[config.mk]
export PLATFORM = sky130hd
export DESIGN_NAME = blk_mux_sched
export DESIGN_NICKNAME = d
export VERILOG_FILES = /design/src/rtl/blk_mm_pkg.sv /design/src/rtl/blk_drain_timer.sv /design/src/rtl/blk_mux_sched.sv
export SDC_FILE = /design/constraint.sdc
export NUM_CORES = 1
export LEC_CHECK = 0
export BUFFER_PORTS_ARGS = -buffer_cell sky130_fd_sc_hd__clkbuf_2
export CAP_MARGIN = 0
export CORE_AREA = 2 2 39 41
export DETAILED_ROUTE_END_ITERATION = 8
export DIE_AREA = 0 0 41 43
export SYNTH_ARGS = -nofsm -noshare
export SYNTH_HDL_FRONTEND = slang
export SYNTH_SLANG_ARGS = --single-unit
[constraint.sdc]
create_clock -name clk -period 3.2 [get_ports clk]
set_input_delay 0.32 -clock clk [delete_from_list [all_inputs] [get_ports clk]]
set_output_delay 0.32 -clock clk [all_outputs]
set_load 0.1 [all_outputs]
[src/rtl/blk_mm_pkg.sv]
// Shared types and helpers for the 2x2 block matrix multiply.
// Used by the scheduler RTL and by datapath models.
package blk_mm_pkg;

  typedef enum logic [2:0] {
    IDLE,
    ISSUE0,
    ISSUE1,
    DRAIN,
    WRITE,
    DONE
  } state_t;

  localparam int TILE_W = 2;
  localparam int CNT_W = 3;
  localparam logic [TILE_W-1:0] TILE_LAST = 2'd3;

  // A-side block select {i,k}
  function automatic logic [1:0] sel_ik(
    input logic [TILE_W-1:0] tile,
    input logic k
  );
    return {tile[1], k};
  endfunction

  // B-side block select {k,j}
  function automatic logic [1:0] sel_kj(
    input logic [TILE_W-1:0] tile,
    input logic k
  );
    return {k, tile[0]};
  endfunction

endpackage

[src/rtl/blk_drain_timer.sv]
// Loadable down-counter timing the MAC pipeline drain.
// zero is high once the count has run out.
module blk_drain_timer
  import blk_mm_pkg::*;
(
  input  logic             clk,
  input  logic             rst,
  input  logic             load,
  input  logic [CNT_W-1:0] load_val,
  output logic             zero
);

  logic [CNT_W-1:0] cnt;

  // load wins; otherwise count down and stop at zero
  always_ff @(posedge clk) begin
    if (rst) begin
      cnt <= '0;
    end else if (load) begin
      cnt <= load_val;
    end else if (cnt != '0) begin
      cnt <= cnt - 1'b1;
    end
  end

  assign zero = (cnt == '0);

endmodule

[src/rtl/blk_mux_sched.sv]
// Sequencer for the block-input muxes and MAC of the 2x2 multiply.
// Optional BLK_SCHED_PERF_EN adds the stall_cnt write-back stall counter.
module blk_mux_sched
  import blk_mm_pkg::*;
#(
  parameter int PIPE_LAT = 1
) (
  input  logic              clk,
  input  logic              rst,
  input  logic              start,
  output logic              busy,
  output logic              done,
  output logic [1:0]        sel_a,
  output logic [1:0]        sel_b,
  output logic              mux_rst,
  output logic              acc_clr,
  output logic              acc_en,
  output logic              wr_valid,
  input  logic              wr_ready,
  output logic [TILE_W-1:0] wr_idx
`ifdef BLK_SCHED_PERF_EN
  ,
  output logic [15:0]       stall_cnt
`endif
);

  localparam logic [CNT_W-1:0] DRAIN_LOAD =
    (PIPE_LAT == 0) ? '0 : CNT_W'(PIPE_LAT - 1);

  state_t            state;
  state_t            state_nx;
  logic [TILE_W-1:0] tile;
  logic              tmr_load;
  logic              tmr_zero;
  logic              k;

  // timer is loaded on the cycle before DRAIN
  assign tmr_load = (state == ISSUE1);

  blk_drain_timer u_timer (
    .clk      (clk),
    .rst      (rst),
    .load     (tmr_load),
    .load_val (DRAIN_LOAD),
    .zero     (tmr_zero)
  );

  // state register and tile index
  always_ff @(posedge clk) begin
    if (rst) begin
      state <= IDLE;
      tile  <= '0;
    end else begin
      state <= state_nx;
      if (state == IDLE) begin
        tile <= '0;
      end else if (state == WRITE && wr_ready &&
                   tile != TILE_LAST) begin
        tile <= tile + 1'b1;
      end
    end
  end

  // next-state decode
  always_comb begin
    state_nx = state;
    unique case (state)
      IDLE:   if (start) state_nx = ISSUE0;
      ISSUE0: state_nx = ISSUE1;
      ISSUE1: state_nx = (PIPE_LAT == 0) ? WRITE : DRAIN;
      DRAIN:  if (tmr_zero) state_nx = WRITE;
      WRITE: begin
        if (wr_ready) begin
          state_nx = (tile == TILE_LAST) ? DONE : ISSUE0;
        end
      end
      DONE:   state_nx = IDLE;
      default: state_nx = IDLE;
    endcase
  end

  // Moore output decode from state and tile
  always_comb begin
    busy     = 1'b1;
    done     = 1'b0;
    mux_rst  = 1'b1;
    acc_clr  = 1'b0;
    acc_en   = 1'b0;
    wr_valid = 1'b0;
    wr_idx   = '0;
    k        = 1'b0;
    sel_a    = '0;
    sel_b    = '0;
    unique case (state)
      IDLE: busy = 1'b0;
      ISSUE0: begin
        mux_rst = 1'b0;
        acc_clr = 1'b1;
        acc_en  = 1'b1;
        sel_a   = sel_ik(tile, k);
        sel_b   = sel_kj(tile, k);
      end
      ISSUE1: begin
        k       = 1'b1;
        mux_rst = 1'b0;
        acc_en  = 1'b1;
        sel_a   = sel_ik(tile, k);
        sel_b   = sel_kj(tile, k);
      end
      DRAIN: ;
      WRITE: begin
        wr_valid = 1'b1;
        wr_idx   = tile;
      end
      DONE: done = 1'b1;
      default: busy = 1'b0;
    endcase
  end

`ifdef BLK_SCHED_PERF_EN
  // saturating count of stalled write-back cycles
  always_ff @(posedge clk) begin
    if (rst) begin
      stall_cnt <= '0;
    end else if (state == IDLE && start) begin
      stall_cnt <= '0;
    end else if (state == WRITE && !wr_ready &&
                 stall_cnt != 16'hFFFF) begin
      stall_cnt <= stall_cnt + 1'b1;
    end
  end
`endif

endmodule

# Yosys cells after proc, flatten, opt, wreduce, memory -nomap -nowiden
# Index checks and enable logic that the tools add are counted.
# W data, S select, Z words.
dict set report totals {
  out_inout_bits 12
  word_cells 39
  in_bits 4
  regBits 8
}
dict set report op_classes {
  addsub 2
  n_mux 14
  eq_ne 10
  reduce_logical 10
}
# operator count
set op_table {}
lappend op_table {{$pmux W3 S5} 1}
lappend op_table {{$mux W3} 4}
lappend op_table {{$ne A2 B2 Y1 const B} 4}
lappend op_table {{$pmux W2 S2} 2}
lappend op_table {{$eq A3 B2 Y1 const B} 2}
lappend op_table {{$eq A3 B3 Y1 const B} 2}
lappend op_table {{$logic_not A3 Y1} 2}
lappend op_table {{$mux W1} 6}
lappend op_table {{$reduce_or A2 Y1} 3}
lappend op_table {{$reduce_or A5 Y1} 1}
lappend op_table {{$eq A3 B1 Y1 const B} 1}
lappend op_table {{$reduce_and A3 Y1} 1}
lappend op_table {{$reduce_bool A3 Y1} 1}
lappend op_table {{$sub A3 B1 Y3 const B} 1}
lappend op_table {{$add A2 B1 Y2 const B} 1}
lappend op_table {{$eq A2 B2 Y1 const B} 1}
lappend op_table {{$logic_and A1 B1 Y1} 2}
lappend op_table {{$mux W2} 1}

# Longest topological paths before layout
# Gate-level depths: netlist of run 1.
dict set report logic_depth {
  ltp_word 4
  depth_mapped 5
  mapped_depth_nobuf 5
}

# Cells and area by module
# From an unflattened synthesis of run 1, not the netlist that was laid out.
dict set report hier_totals {
  cells_unflattened 71
  hier_area_um2 586.8
}
# module instances area_each_um2 cells_per_inst seq_area_each_um2
set by_module_without_submodules {}
lappend by_module_without_submodules {blk_mux_sched 1 380.4 49 100.1}
lappend by_module_without_submodules {blk_drain_timer 1 206.4 22 60.1}

# Worst setup path after synthesis of run 1
# No wires, ideal clock.
dict set report synth_path {
  path_kind {flip-flop to output port}
  from {register state[0]}
  to {output port acc_clr}
  t_required_ns 2.880
  path_buffers 1
  arrival_time_ns 2.820
  path_stages_with_launch 3
  slack_ns 0.060
  cell_sequence {dfxtp_1 > buf_2 > nor3b_1}
}
dict set report synth_via {
  elab_chain_len 2
}
# item line
set synth_lines {}
lappend synth_lines {{from (decl)} blk_mux_sched.sv:30} ;# state_t state;
lappend synth_lines {{from (signal assigned)} blk_mux_sched.sv:54} ;# state <= state_nx;
lappend synth_lines {{$eq A3 B1 Y1} blk_mux_sched.sv:94} ;# unique case (state)
lappend synth_lines {{$mux W1} blk_mux_sched.sv:94}
lappend synth_lines {{to (decl)} blk_mux_sched.sv:16} ;# output logic acc_clr,
# No other way between the ends.

# Worst setup path after layout of run 1
dict set report layout_path {
  from {register state[1]}
  to {output port sel_a[0]}
}
dict set report layout_via {
  elab_chain_len 2
  word_cells_on_any_way 3
  cone_classes {eq/ne: 2; mux: 1}
}
# item line
set layout_lines {}
lappend layout_lines {{$eq A3 B2 Y1 or $eq A3 B1 Y1 (tied branches)} blk_mux_sched.sv:94}
lappend layout_lines {{$pmux W2 S2 (*)} blk_mux_sched.sv:94}
lappend layout_lines {{to (decl)} blk_mux_sched.sv:13} ;# output logic [1:0] sel_a,
# Every way passes the cells marked *; elsewhere a longest branch is shown, timed or not.

==> metrics.cfg, run 1 <==
[setup_path]
crit_fanout = 14
crit_family = flip-flops
max_stage_delay_ps = 580
crit_path_end_kind = output port
worstSetupStartpointType = register
r2r_slack_ps = 1910
worstPathCellList = nor2b_1, and2b_1, clkbuf_2
worstPathArrival_ps = 1830
critical_path.slowest_cell = dfxtp_1
cp_data_required_time_ps = 2880
path_class = register to output port
r2r-start = u_timer.cnt[0]
reg2reg_depth = 5
reg2reg_to = state[2]
cp_num_buf_inv = 1

[power_and_ir_drop]
p_switching_uw = 257
switching_share = 0.508
ir_worst_vdd_mv = 0.375
p_int_uw = 248
seqPwrFrac = 0.283
p_per_area_nw_per_um2 = 825
p_leak_uw = 0.000271
pwr-share-comb = 0.564
clock_power_share = 0.153

[yosys]
synth.top_cells.by_area = dfxtp_1, ha_1, a31oi_1
syn-cell-area_um2 = 527
synth-main-ff-cell = dfxtp_1
synth_edf_count = 0
synthCells = 62
synth_seq_cells = 8
yosysSeqAreaShare = 0.304
synth_area_leader_cell = dfxtp_1
ys_async_sr_fraction = 0
synth_fp_nets = 69
synth_cell_type_count = 31
synth.top_cell.area_share = 0.304
avgSynthCellArea_um2 = 8.50
synth-warning-count = 0

[global_route]
antenna_found_initial = 0
grt_first_pass_wirelength_mm = 1.63
grt_max_degree = 16
grtUsageMet3 = 0.0314
grt_usage = 0.139
gr-usage-met2 = 0.194
grt_use_met1 = 0.188
busiest_layer = met2
grt_pass1_vias = 393
gr-total-overflow = 0

[min_path]
hp-start = rst
hold_class = input port to register
hold_end = tile[0]
min_path_cells = 2

[placed_design]
gp_congestion = 0.677
placed_cell_area_um2 = 589
dp_hpwl_um = 740
place_ws_ps = 1330
port_buffers = 15

[sta]
max_slew_margin = 0.640
tns_ps = 0
drv_slew = 0
clock.fmax_mhz = 465
setup_viol = 0
min_period_ps = 2150
skew_ps = 1.62
rsz0062_at_grt = false
setup_ws_ps = 1050
tightest_slew_ps = 542
report.final.hold_viol_count = 0
finalCritPeriodShare = 0.672

[route]
num_vias = 463
via_per_inst = 5.09
wl_um = 993
antenna_left = 0
first_pass_iters = 4
avgRoutedWirePerCell_um = 10.9
drc_errors = 0
drtIter0Drc = 9

[final_layout]
drive_above_1_share = 0.280
design_area_um2 = 612
nNetsFinal = 84
syn2layout_area_growth_pct = 16.2
n_antenna_cell = 0

[clock_network]
clock_latency_ps = 250
cts_buffers = 3
htreeDepth = 1
holdBufCountCts = 0
clock-root-buffer = clkbuf_4
clock_sinks = 8
postCtsSetupRepairBufs = 0
clk_pin_slew_ps = 50
cts_tree = yes
cts_buffer_depth = 2
cts-resized-gates = 0

[floorplanning]
die_height_um = 43
ios = 16
core_um2 = 1380
initial_utilization = 0.381
std_cell_rows = 14
die-area_um2 = 1760
die_width_um = 41

[outcome]
status = complete, no violations

[run]
maxCapViolCount = 0

## sequential cells by signal, summed over array words and instances, names as in the netlist
register / count
state: 3
u_timer.cnt: 3
tile: 2
## synthesized netlist by cell type, types with 3 or more instances
cell type and count:
and2_1 4, nor2_1 4, nor2b_1 3, ha_1 3, dfxtp_1 8, inv_1 3, a31oi_1 4, nor3_1 4
## power by group through the flow
stage	clock network (uW)	registers, uW	logic [uW]
after floorplan	0	135	263
after global routing	83.9	147	313
after detailed placement	0	145	287
final	77.1	143	285
after global placement	0	145	285
after CTS	78.9	143	288
## layout make-up
class / count / area, um2
multi-input combinational: 46 / 323
inverter: 3 / 11.3
clock buffer: 3 / 22.5
sequential: 8 / 160
timing repair buffer: 15 / 75.1
tap: 16 / 20.0
fill: 139 / 772
## layout by cell type (no fill, tap or decap), types with 3 or more instances in the layout
master and n:
clkbuf_2 15, nor3_1 4, dfxtp_1 8, inv_1 3, nor2b_1 3, a31oi_1 4
nor2_1 4, ha_1 3, clkbuf_4 3, and2_1 4
## layer usage
| layer | vias to the layer above | routed length, um |
|---|---|---|
| li1 | 248 | - |
| met1 | 202 | 493 |
| met2 | 11 | 454 |
| met3 | 2 | 31 |
| met4 | 0 | 14 |
| met5 | - | 0 |
## worst register-to-register path: cells and delay by family (launching register included)
family | cells | cell delay, ps
and+or+nand+nor | 2 | 460
DFF | 1 | 290
adders and majority gates | 1 | 200
AOI/OAI and AO/OA | 1 | 150
buffers and inverters | 1 | 110
## stage by stage
| step | instances | util | power [uW] | hold WS [ps] |
|---|---|---|---|---|
| CTS | 91 | 0.442 | 510 | 347 |
| global placement | 88 | 0.426 | 429 | 536 |
| finish | 91 | 0.442 | 505 | 356 |
| detailed placement | 88 | 0.426 | 432 | 533 |
| floorplan | 62 | - | 397 | 490 |
| global route | 91 | 0.442 | 544 | 366 |
## worst max path at each step
stage | slack, ps | cells past startpoint | start | to
2_1_floorplan | 60 | 2 | state[0] | acc_clr
3_3_place_gp | 1310 | 3 | state[1] | sel_a[0]
3_5_place_dp | 1330 | 3 | state[1] | sel_a[0]
4_1_cts | 1050 | 3 | state[1] | sel_a[0]
5_1_grt | 950 | 3 | state[1] | sel_a[0]
6_report | 1050 | 3 | state[1] | sel_a[0]
## cells by family after synthesis
logic type                 count (synthesis)  synth area share
DFF                                        8             0.304
xor gates and xnor gates                   2            0.0333
muxes                                      1            0.0190
buffers and inverters                      8            0.0831
AOI/OAI and AO/OA                         11             0.145
and+or+nand+nor                           29             0.344
adders and majority gates                  3            0.0713
No activity file was read; power rests on OpenSTA's default activity.
==> run 2, diff against run 1 <==
--- a/config.mk
+++ b/config.mk
@@ -5,11 +5,13 @@
 export SDC_FILE = /design/constraint.sdc
 export NUM_CORES = 1
 export LEC_CHECK = 0
+export ABC_AREA = 1
 export BUFFER_PORTS_ARGS = -buffer_cell sky130_fd_sc_hd__clkbuf_2
 export CAP_MARGIN = 0
 export CORE_AREA = 2 2 39 41
 export DETAILED_ROUTE_END_ITERATION = 8
 export DIE_AREA = 0 0 41 43
+export PLACE_DENSITY = 0.65
 export SYNTH_ARGS = -nofsm -noshare
 export SYNTH_HDL_FRONTEND = slang
 export SYNTH_SLANG_ARGS = --single-unit
==> constraint.sdc (replaced) <==
create_clock -name clk -period 2.1 [get_ports clk]
set_input_delay 0.21 -clock clk [delete_from_list [all_inputs] [get_ports clk]]
set_output_delay 0.21 -clock clk [all_outputs]
set_load 0.1 [all_outputs]
==> run 2 against run 1 <==
Die area did not move. Routed wire length rose by 13%. Clock skew barely moved. Clock power rose by 62%. Count of clock-buffer cells in the layout did not move. Via count rose by 14%. Sequential share of layout area fell by 2.2 points. Non-clock buffer count did not move. Largest power group unchanged.
==> metrics.cfg, run 2 <==
[outcome]
status = complete, no violations  ; unchanged

[clock_network]
cts_buffers = 3  ; unchanged
cts-resized-gates = 0  ; unchanged
clock_latency_ps = 260  ; was 250 ps
clock-root-buffer = clkbuf_4  ; unchanged
htreeDepth = 1  ; unchanged
postCtsSetupRepairBufs = 0  ; unchanged
clock_sinks = 8  ; unchanged
holdBufCountCts = 0  ; unchanged
cts_buffer_depth = 2  ; unchanged
clk_pin_slew_ps = 60  ; was 50 ps
cts_tree = yes  ; unchanged

[yosys]
avgSynthCellArea_um2 = 6.90  ; was 8.50 um2
ys_async_sr_fraction = 0  ; unchanged
synth_fp_nets = 85  ; was 69
synth.top_cell.area_share = 0.298  ; was 0.304
synth_seq_cells = 8  ; unchanged
synth_area_leader_cell = dfxtp_1  ; unchanged
synth-main-ff-cell = dfxtp_1  ; unchanged
syn-cell-area_um2 = 538  ; was 527 um2
synth.top_cells.by_area = dfxtp_1, inv_1, nor2_1  ; was dfxtp_1, ha_1, a31oi_1
synth-warning-count = 0  ; unchanged
synth_edf_count = 0  ; unchanged
synthCells = 78  ; was 62
synth_common_cells = inv_1, nor2_1, nand2_1  ; was dfxtp_1, a31oi_1, and2_1, nor2_1, nor3_1
yosysSeqAreaShare = 0.298  ; was 0.304
yosys.cell_count.top_type = inv_1  ; was dfxtp_1
synth_cell_type_count = 20  ; was 31

[final_layout]
drive_above_1_share = 0.368  ; was 0.280
nNetsFinal = 104  ; was 84
syn2layout_area_growth_pct = 24.2  ; was 16.2%
final_cell_mix = inv_1, clkbuf_2, nor2_1  ; was clkbuf_2, dfxtp_1
n_antenna_cell = 0  ; unchanged
fin_util = 0.483  ; was 0.442
reg_top3 = state x3, u_timer.cnt x3, tile x2  ; unchanged

[route]
avgRoutedWirePerCell_um = 10.1  ; was 10.9 um
drc_errors = 0  ; unchanged
num_vias = 527  ; was 463
drtIter0Drc = 1  ; was 9
wl_mm = 1.12  ; was 993 um
first_pass_iters = 4  ; unchanged
antenna_left = 0  ; unchanged
via_per_inst = 4.75  ; was 5.09

[power_and_ir_drop]
ir_worst_vdd_mv = 1.20  ; was 0.375 mV
p_per_area_nw_per_um2 = 1260  ; was 825 nW/um2
power_uw = 844  ; was 505 uW
p_leak_uw = 0.000344  ; was 0.000271 uW

[setup_path]
crit_fanout = 5  ; was 14
worstSetupStartpointType = register  ; unchanged
worstPathArrival_ps = 1690  ; was 1830 ps
cp_data_required_time_ps = 1890  ; was 2880 ps
reg2reg_depth = 8  ; was 5
crit_path_end_kind = output port  ; unchanged
path_class = register to output port  ; unchanged

[floorplanning]
ios = 16  ; unchanged
die_height_um = 43  ; unchanged
initial_utilization = 0.389  ; was 0.381
die_width_um = 41  ; unchanged
die-area_um2 = 1760  ; unchanged
std_cell_rows = 14  ; unchanged
core_um2 = 1380  ; unchanged

[sta]
setup_ws_ps = 195  ; was 1050 ps
clock.fmax_mhz = 525
tightest_slew_ps = 540  ; was 542 ps
report.final.hold_viol_count = 0  ; unchanged
rsz0062_at_grt = false  ; unchanged
setup_viol = 0  ; unchanged
max_slew_margin = 0.641  ; was 0.640
finalCritPeriodShare = 0.907
drv_slew = 0  ; unchanged
min_period_ps = 1900
skew_ps = 2.08  ; was 1.62 ps

[global_route]
antenna_found_initial = 0  ; unchanged
grt_pass1_vias = 445  ; was 393
gr-total-overflow = 0  ; unchanged
grt_usage = 0.157  ; was 0.139
grt_max_degree = 7  ; was 16
grt_first_pass_wirelength_mm = 1.82  ; was 1.63 mm

[min_path]
min_path_cells = 2  ; unchanged
hold_class = input port to register  ; unchanged

[placed_design]
dp_hpwl_um = 888  ; was 740 um
port_buffers = 15  ; unchanged
gp_congestion = 0.865  ; was 0.677
place_ws_ps = 493  ; was 1330 ps

[run]
maxCapViolCount = 0  ; unchanged

-- run 2: logic make-up (layout without fill, tap and decap cells) --
logic type	count (synthesis)	after routing	synth area share
AND/OR/NAND/NOR	36	36	0.365
buffers and inverters	21	38	0.153
AO/OA/AOI/OAI	9	9	0.0977
flip-flops	8	8	0.298
adder cells (fa/ha/maj)	3	3	0.0698
XOR/XNOR	1	1	0.0163
-- run 2: critical path, stage by stage (launching register included) --
cell and delay [ps]:
dfxtp_1 450, inv_2 90, nor2_4 120, nand2_2 100, nand2_4 70, inv_2 60, nor2_4 90, clkbuf_2 450
-- run 2: report_power, final --
part / switching (uW) / internal (uW) / leakage [uW]
Combinational: 439 / 83.6 / 0.000265
Sequential: 30.2 / 167 / 0.0000651
Clock: 58.9 / 65.9 / 0.0000138
Total: 528 / 316 / 0.000344
-- run 2: stage by stage --
stage          TNS, ps  cells  area (um2)  hold slack [ps]
2_1_floorplan     -229     78         558              279
3_3_place_gp         0    108         646              412
3_5_place_dp         0    108         646              415
4_1_cts              0    111         668              134
5_1_grt              0    111         668              137
6_report             0    111         668              137
-- run 2: path summary, 6_finish.rpt --
path | startpoint | endpoint | slack (ps)
setup / recovery | state[1] | sel_b[0] | 200
hold / removal | rst | state[1] | 140
setup reg to reg | u_timer.cnt[0] | state[0] | 870
hold reg to reg | u_timer.cnt[1] | u_timer.cnt[1] | 480
-- run 2: final cells by class --
| cell class | instances | area [um2] |
|---|---|---|
| clock buffers | 3 | 22.5 |
| multi-input cells | 49 | 315 |
| flip-flops and latches | 8 | 160 |
| fillers | 147 | 716 |
| inverters | 20 | 75.1 |
| repair buffers | 15 | 75.1 |
| well taps | 16 | 20.0 |
-- run 2: metal layers --
layer | part of all wire | track usage | vias up | wire length (um)
li1 | - | - | 275 | -
met1 | 0.43 | 0.184 | 231 | 485
met2 | 0.48 | 0.225 | 15 | 542
met3 | 0.060 | 0.0785 | 6 | 67
met4 | 0.021 | 0.0800 | 0 | 23
met5 | 0 | 0 | - | 0
==> run 3, diff against run 2 <==
--- a/config.mk
+++ b/config.mk
@@ -8,10 +8,12 @@
 export ABC_AREA = 1
 export BUFFER_PORTS_ARGS = -buffer_cell sky130_fd_sc_hd__clkbuf_2
 export CAP_MARGIN = 0
-export CORE_AREA = 2 2 39 41
+export CELL_PAD_IN_SITES_DETAIL_PLACEMENT = 1
+export CELL_PAD_IN_SITES_GLOBAL_PLACEMENT = 1
+export CORE_MARGIN = 2
+export CORE_UTILIZATION = 33
 export DETAILED_ROUTE_END_ITERATION = 8
-export DIE_AREA = 0 0 41 43
-export PLACE_DENSITY = 0.65
+export PLACE_DENSITY_LB_ADDON = 0.1
 export SYNTH_ARGS = -nofsm -noshare
 export SYNTH_HDL_FRONTEND = slang
 export SYNTH_SLANG_ARGS = --single-unit
==> run 3 against run 2 <==
Fmax decreased by 1.4%. Setup slack worse by 26 ps. Final cell count did not move. Register-to-register slack about the same. Largest cell class unchanged. Highest routed layer unchanged.
==> metrics.cfg, run 3 (synthesis gave the netlist of run 2 again) <==
[global_route]
antenna_found_initial = 0  ; unchanged
grt_max_degree = 7  ; unchanged
grt_first_pass_wirelength_mm = 2.19  ; was 1.82 mm
grt_pass1_vias = 541  ; was 445
grt_usage = 0.151  ; was 0.157
gr-total-overflow = 0  ; unchanged

[power_and_ir_drop]
ir_worst_vdd_mv = 0.594  ; was 1.20 mV
p_leak_uw = 0.000344  ; unchanged
power_uw = 849  ; was 844 uW
clock_power_share = 0.145  ; was 0.148
p_switching_uw = 533  ; was 528 uW
p_int_uw = 316  ; about the same
pwr-share-comb = 0.622  ; was 0.619
p_per_area_nw_per_um2 = 1270  ; was 1260 nW/um2
switching_share = 0.628  ; was 0.625
seqPwrFrac = 0.233  ; about the same

[setup_path]
cp_data_required_time_ps = 1890  ; about the same
worstPathArrival_ps = 1720  ; was 1690 ps
worstPathCellList = inv_2, nor2_4, nand2_2, nand2_4, inv_2, nor2_4, clkbuf_2  ; unchanged
r2r-start = u_timer.cnt[0]  ; unchanged
cp_num_buf_inv = 3  ; unchanged
worstSetupStartpointType = register  ; unchanged
r2r_slack_ps = 860  ; was 870 ps
critical_path.slowest_cell = dfxtp_1  ; unchanged
path_depth = 7  ; unchanged
crit_fanout = 5  ; unchanged
path_class = register to output port  ; unchanged
reg2reg_depth = 8  ; unchanged
max_stage_delay_ps = 470  ; was 450 ps
setup.worst_path.start = state[1]  ; unchanged
crit_path_end_kind = output port  ; unchanged
crit_family = buffers and inverters  ; unchanged
reg2reg_to = state[0]  ; unchanged

[clock_network]
clock-root-buffer = clkbuf_4  ; unchanged
cts_buffers = 3  ; unchanged
htreeDepth = 1  ; unchanged
clock_sinks = 8  ; unchanged
cts_tree = yes  ; unchanged
cts-resized-gates = 0  ; unchanged
clk_pin_slew_ps = 60  ; about the same
clock_latency_ps = 250  ; was 260 ps
cts_buffer_depth = 2  ; unchanged
postCtsSetupRepairBufs = 0  ; unchanged
holdBufCountCts = 0  ; unchanged

[run]
maxCapViolCount = 0  ; unchanged

[sta]
max_slew_margin = 0.637  ; was 0.641
tightest_slew_ps = 547  ; was 540 ps
tns_ps = 0  ; unchanged
finalCritPeriodShare = 0.919  ; was 0.907
min_period_ps = 1930  ; was 1900 ps
report.final.hold_viol_count = 0  ; unchanged
drv_slew = 0  ; unchanged
setup_ws_ps = 169  ; was 195 ps
skew_ps = 6.29  ; was 2.08 ps
setup_viol = 0  ; unchanged
rsz0062_at_grt = false  ; unchanged
clock.fmax_mhz = 518  ; was 525 MHz

[min_path]
hold_end = state[1]  ; unchanged
hp-start = rst  ; unchanged
min_path_cells = 2  ; unchanged
hold_class = input port to register  ; unchanged

[placed_design]
port_buffers = 15  ; unchanged
placed_cell_area_um2 = 646  ; unchanged
dp_hpwl_mm = 1.07  ; was 888 um
gp_congestion = 0.744  ; was 0.865
place_ws_ps = 450  ; was 493 ps

[final_layout]
reg_top3 = state x3, u_timer.cnt x3, tile x2  ; unchanged
syn2layout_area_growth_pct = 24.2  ; unchanged
drive_above_1_share = 0.368  ; unchanged
fin_util = 0.438  ; was 0.483
final_cell_mix = inv_1, clkbuf_2, nor2_1  ; unchanged
n_antenna_cell = 0  ; unchanged
nNetsFinal = 104  ; unchanged
design_area_um2 = 668  ; unchanged

[floorplanning]
die_width_um = 44.4  ; was 41 um
die_height_um = 44.4  ; was 43 um
ios = 16  ; unchanged
die-area_um2 = 1970  ; was 1760 um2
std_cell_rows = 14  ; unchanged
initial_utilization = 0.353  ; was 0.389
core_um2 = 1520  ; was 1380 um2

[route]
num_vias = 525  ; was 527
wl_mm = 1.27  ; was 1.12 mm
first_pass_iters = 3  ; was 4
via_per_inst = 4.73  ; was 4.75
antenna_left = 0  ; unchanged
drtIter0Drc = 4  ; was 1
drc_errors = 0  ; unchanged
avgRoutedWirePerCell_um = 11.4  ; was 10.1 um

[outcome]
status = complete, no violations  ; unchanged

==> run 3: metal layers <==
layer,up-vias,track usage,routed length (um)
li1,274,-,-
met1,237,0.181,573
met2,12,0.259,633
met3,2,0.0367,56
met4,0,0.0545,7
met5,-,0,0
==> run 3: worst max path at each step <==
stage,end,slack (ps)
2_1_floorplan,sel_a[1],-230
3_3_place_gp,sel_b[0],450
3_5_place_dp,sel_b[0],450
4_1_cts,sel_b[0],150
5_1_grt,sel_b[0],60
6_report,sel_b[0],170
==> run 3: area by class of cell <==
class,count,area (um2)
inverter,20,75.1
clock buffer,3,22.5
multi-input combinational,49,315
fill,211,856
timing repair buffer,15,75.1
tap,16,20.0
sequential,8,160
==> run 3: per-stage QoR <==
step / hold slack (ps) / cells
5_1_grt: 145 / 111
3_3_place_gp: 417 / 108
4_1_cts: 134 / 111
3_5_place_dp: 410 / 108
2_1_floorplan: 279 / 78
6_report: 142 / 111
==> run 3: power groups by stage <==
stage / clock (uW) / sequential [uW] / combinational (uW)
detailed placement: 0 / 201 / 532
floorplan: 0 / 194 / 468
global placement: 0 / 200 / 529
global route: 137 / 201 / 557
finish: 123 / 198 / 528
CTS: 129 / 198 / 533
